$ cat config.mk
export PLATFORM = sky130hd
export DESIGN_NAME = keypad_scan
export DESIGN_NICKNAME = d
export VERILOG_FILES = /design/src/rtl/keypad_scan.sv
export SDC_FILE = /design/constraint.sdc
export NUM_CORES = 1
export LEC_CHECK = 0
export ABC_AREA = 1
export BUFFER_PORTS_ARGS = -buffer_cell sky130_fd_sc_hd__buf_4
export CAP_MARGIN = 0
export CORE_ASPECT_RATIO = 0.7
export CORE_MARGIN = 4
export CORE_UTILIZATION = 43
export DETAILED_ROUTE_END_ITERATION = 10
export PLACE_DENSITY_LB_ADDON = 0.1
export SYNTH_ARGS = -nofsm -noshare
export SYNTH_HDL_FRONTEND = slang
export SYNTH_SLANG_ARGS = --single-unit
$ cat constraint.sdc
create_clock -name clk_50mhz -period 4.2 [get_ports clk_50mhz]
set_input_delay 0.63 -clock clk_50mhz [delete_from_list [all_inputs] [get_ports clk_50mhz]]
set_output_delay 0.63 -clock clk_50mhz [all_outputs]
set_load 0.02 [all_outputs]
$ cat src/rtl/keypad_scan.sv
// 4x4 matrix keypad scanner: walks one active-low row at a time, debounces press
// and release on a slow scan tick, and reports the accepted key with a valid strobe.
module keypad_scan #(
  parameter int CLK_DIV        = 50000,
  parameter int DEBOUNCE_TICKS = 10
) (
  input  logic       clk_50mhz,
  input  logic       n_rst,
  input  logic [3:0] col,
  output logic [3:0] row,
  output logic [3:0] key_code,
  output logic       key_valid,
  output logic       key_down
);

  localparam int            TW        = (CLK_DIV > 1) ? $clog2(CLK_DIV) : 1;
  localparam logic [TW-1:0] TICK_LAST = TW'(CLK_DIV - 1);
  localparam logic [7:0]    DB_LAST   = 8'(DEBOUNCE_TICKS);

  typedef enum logic [1:0] {
    SCAN     = 2'd0,
    DEBOUNCE = 2'd1,
    PRESSED  = 2'd2
  } state_t;

  state_t        state, state_nx;
  logic [TW-1:0] tick_cnt;
  logic          tick;
  logic [3:0]    col_meta, col_s;
  logic [1:0]    row_idx, row_idx_nx;
  logic [1:0]    col_idx, col_idx_nx;
  logic [1:0]    low_col;
  logic [7:0]    deb_cnt, deb_cnt_nx, deb_inc;
  logic [3:0]    key_code_nx;
  logic          key_valid_nx, key_down_nx;

  assign tick    = (tick_cnt == TICK_LAST);
  assign deb_inc = deb_cnt + 8'd1;

  always_ff @(posedge clk_50mhz or negedge n_rst) begin
    if (!n_rst) begin
      tick_cnt <= '0;
    end else if (tick) begin
      tick_cnt <= '0;
    end else begin
      tick_cnt <= tick_cnt + TW'(1);
    end
  end

  // Idle (pulled-up) level on reset so the first samples never look like a press.
  always_ff @(posedge clk_50mhz or negedge n_rst) begin
    if (!n_rst) begin
      col_meta <= 4'hF;
      col_s    <= 4'hF;
    end else begin
      col_meta <= col;
      col_s    <= col_meta;
    end
  end

  always_comb begin
    low_col = 2'd0;
    if (!col_s[0])      low_col = 2'd0;
    else if (!col_s[1]) low_col = 2'd1;
    else if (!col_s[2]) low_col = 2'd2;
    else                low_col = 2'd3;
  end

  always_ff @(posedge clk_50mhz or negedge n_rst) begin
    if (!n_rst) begin
      state     <= SCAN;
      row_idx   <= 2'd0;
      row       <= 4'b1110;
      col_idx   <= 2'd0;
      deb_cnt   <= 8'd0;
      key_code  <= 4'd0;
      key_valid <= 1'b0;
      key_down  <= 1'b0;
    end else begin
      state     <= state_nx;
      row_idx   <= row_idx_nx;
      row       <= ~(4'b0001 << row_idx_nx);
      col_idx   <= col_idx_nx;
      deb_cnt   <= deb_cnt_nx;
      key_code  <= key_code_nx;
      key_valid <= key_valid_nx;
      key_down  <= key_down_nx;
    end
  end

  always_comb begin
    state_nx     = state;
    row_idx_nx   = row_idx;
    col_idx_nx   = col_idx;
    deb_cnt_nx   = deb_cnt;
    key_code_nx  = key_code;
    key_valid_nx = 1'b0;
    key_down_nx  = key_down;
    if (tick) begin
      case (state)
        SCAN: begin
          if (col_s == 4'b1111) begin
            row_idx_nx = row_idx + 2'd1;
          end else begin
            col_idx_nx = low_col;
            // The SCAN sample already counts as the first low sample.
            if (DB_LAST == 8'd1) begin
              state_nx     = PRESSED;
              key_code_nx  = {row_idx, low_col};
              key_valid_nx = 1'b1;
              key_down_nx  = 1'b1;
              deb_cnt_nx   = 8'd0;
            end else begin
              deb_cnt_nx = 8'd1;
              state_nx   = DEBOUNCE;
            end
          end
        end
        DEBOUNCE: begin
          if (!col_s[col_idx]) begin
            if (deb_inc == DB_LAST) begin
              state_nx     = PRESSED;
              key_code_nx  = {row_idx, col_idx};
              key_valid_nx = 1'b1;
              key_down_nx  = 1'b1;
              deb_cnt_nx   = 8'd0;
            end else begin
              deb_cnt_nx = deb_inc;
            end
          end else begin
            // Row is not advanced: the same row is resampled on the next tick.
            deb_cnt_nx = 8'd0;
            state_nx   = SCAN;
          end
        end
        PRESSED: begin
          if (col_s[col_idx]) begin
            if (deb_inc == DB_LAST) begin
              key_down_nx = 1'b0;
              deb_cnt_nx  = 8'd0;
              row_idx_nx  = row_idx + 2'd1;
              state_nx    = SCAN;
            end else begin
              deb_cnt_nx = deb_inc;
            end
          end else begin
            deb_cnt_nx = 8'd0;
          end
        end
        default: state_nx = SCAN;
      endcase
    end
  end

endmodule

==> impl_metrics.yaml <==
route:
  wl_mm: 4.62
  viasPerCell: 4.94
  via_count: 1881
  ant_nets: 0
  drtPass1Iterations: 4
  drtIter0Drc: 95
  wl_per_cell_um: 12.1
  drcViolationCount: 0
cells_and_area:
  multi_input_area_um2: 1020
  nets: 321
  diodes: 0
  synthToLayoutAreaGrowth_pct: 12.3
  seq_area_um2: 1210
  drive_above_1_share_pct: 20.4
  fillers: 540
  final_cell_mix: "61 x nand2_1, 43 x inv_1, 37 x dfrtp_1"
  final_common_cell: "nand2_1"
  design_area_um2: 2760
clocking:
  cts-buffers-inserted: 5
  postCtsHoldBufs: 0
  numClockSinks: 48
  cts_setup_buffers: 0
  cts_resized: 0
  cts_buffer_depth: 2
  clock_latency_ps: 300
  clk_pin_slew_ps: 90
  cts-root-buf: "clkbuf_8"
  tritoncts: "done"
  h-tree-depth: 2
yosys:
  synth_top_family_by_area: "simple AND/OR/NAND/NOR gates"
  synth_warnings: 0
  syn_nets: 299
  synth_seq_cells: 48
  syn_inst: 286
  synth_area_um2: 2460
  synth_adder_area_share_pct: 3.56
  synth_top_area_share_pct: 37.7
  muxShareOfSynthArea_pct: 0
  syn_area_per_cell_um2: 8.59
  synth-xor-area-share_pct: 2.14
  seq_area_frac_synth_pct: 49.4
  synth_cell_types: 36
  synthTopCellsByArea: "dfrtp_1 38%, dfstp_2 12%, nand2_1 9.3%"
  synth_compound_area_share_pct: 8.86
  yosys.area_share.simple_pct: 27.1
  synth.largest_area_cell: "dfrtp_1"
sta:
  fin_crit_ps: 1940
  final-hold-violation-count: 0
  max_slew.worst_pin.slew_ps: 612
  maxSlewHeadroom_pct: 59.2
  finalSetupViolCount: 0
  skew_ps: 9.66
  fin_tns_setup_ps: 0
  rsz0062_at_grt: "no"
  drv_slew: 0
  max_freq_mhz: 516
  min_period_over_period_pct: 46.1
critical_path:
  slowest_stage: "dfrtp_1"
  cpPeakStageDelay_ps: 370
  crit_type: "reg2reg"
  crit_top_cell: "nand2_1"
  endpoint_kind: "flop"
  startpoint_type: "flop"
  crit_fanout: 5
  cp.arrival_ps: 2130
  critPathRequiredTime_ps: 4400
  path_cells: "ha_1 > nand3_2 > nor4_1 > nand2_1 > nor3_1 > nand2_1 > o21ai_1 > inv_1"
floorplan:
  die_area_um2: 7010
  boundaryPins: 16
  die_x_um: 98.4
  rows: 22
  start_util_pct: 45.5
  coreArea_um2: 5400
  die_h_um: 71.3
placed_design:
  place.gp.congestion: 0.786
  dp.final_hpwl_mm: 3.49
  placed_cell_area_um2: 2660
  port_buffers: 15
pwr:
  power_density_nw_per_um2: 284
  peakVddDrop_v: 0.000144
  p_leak_nw: 1.36
  fin_total_pwr_mw: 0.783
global_routing:
  antenna_found_initial: 0
  grt_pass1_vias: 1738
  grt_overflow: 0
  grt_max_degree: 49
  grt_pass1_wl_mm: 8.18
  grt_usage_pct: 14.3
flow_run:
  drv_cap: 0
worst_hold_path:
  hold_class: "in2async"
status:
  status: "completed"
## metal layers
metal | share of wire [%] | global-route usage (%) | wire, um
met2 | 41 | 20.4 | 1880
met5 | 0 | 0 | 0
met3 | 4.4 | 3.50 | 201
met1 | 54 | 21.6 | 2500
met4 | 0.87 | 3.64 | 40
## worst max-delay path, delay by kind of cell (launching register included)
kind | cells | cell delay [ps]
buf+inv | 1 | 50
fa+ha+maj | 1 | 210
simple gates | 5 | 1070
compound gates | 1 | 140
flops | 1 | 370
## layout make-up
cell class	count	area share [%]
flip-flops and latches	48	44.0
multi-input cells	184	37.1
inverters	54	7.89
repair buffers	15	4.08
clock buffers	8	3.63
well taps	72	3.26
## synth_stat cells, drive strengths merged
master and number:
nand4 9, o21ai 23, xnor2 2, nor4 2
nor2 21, nor3 8, bufinv 1, o2111ai 1
dfrtp 37, and2 1, a21oi 7, o22ai 5
xor2 4, nand3 20, nand2 70, or2 1
clkinv 3, o21bai 1, o21a 1, ha 7
a31oi 1, inv 50, dfstp 11
## registers in the layout, indices dropped and copies added, names as in the netlist
| name | count |
|---|---|
| tick_cnt | 16 |
| deb_cnt | 8 |
| col_meta | 4 |
| col_s | 4 |
| key_code | 4 |
| row | 4 |
| col_idx | 2 |
| row_idx | 2 |
| state | 2 |
| key_down | 1 |
| key_valid | 1 |
## worst paths after layout
path | start | slack (ps) | cells past startpoint | to
setup / recovery | tick_cnt[0] | 2260 | 8 | state[1]
hold / removal | n_rst | 330 | 1 | deb_cnt[2]
setup reg to reg | tick_cnt[0] | 2260 | 8 | state[1]
hold reg to reg | col_meta[1] | 360 | 0 | col_s[1]
max in group asynchronous | n_rst | 3440 | 1 | tick_cnt[5]
min in group clk_50mhz | col_meta[1] | 360 | 0 | col_s[1]
## cell families after synthesis
| kind of cell | after synthesis |
|---|---|
| adder cells (fa/ha/maj) | 7 |
| flip-flops | 48 |
| AO/OA/AOI/OAI | 39 |
| buffers and inverters | 54 |
| XOR/XNOR | 6 |
| AND/OR/NAND/NOR | 132 |
## metrics by stage
step	setup WS [ps]	hold slack (ps)	std cells	util [%]
floorplan	2600	334	286	-
global placement	2300	346	373	49.3
detailed placement	2310	347	373	49.3
CTS	2290	356	381	51.2
global route	2060	364	381	51.2
finish	2260	332	381	51.2
## power breakdown
| part | internal, mW | leakage (nW) | total, mW | switching, mW |
|---|---|---|---|---|
| logic | 0.00404 | 0.689 | 0.0162 | 0.0121 |
| clock network | 0.150 | 0.0515 | 0.297 | 0.146 |
| registers | 0.469 | 0.618 | 0.470 | 0.00160 |
| total | 0.623 | 1.36 | 0.783 | 0.160 |
Power figures use the tool's default switching activity.
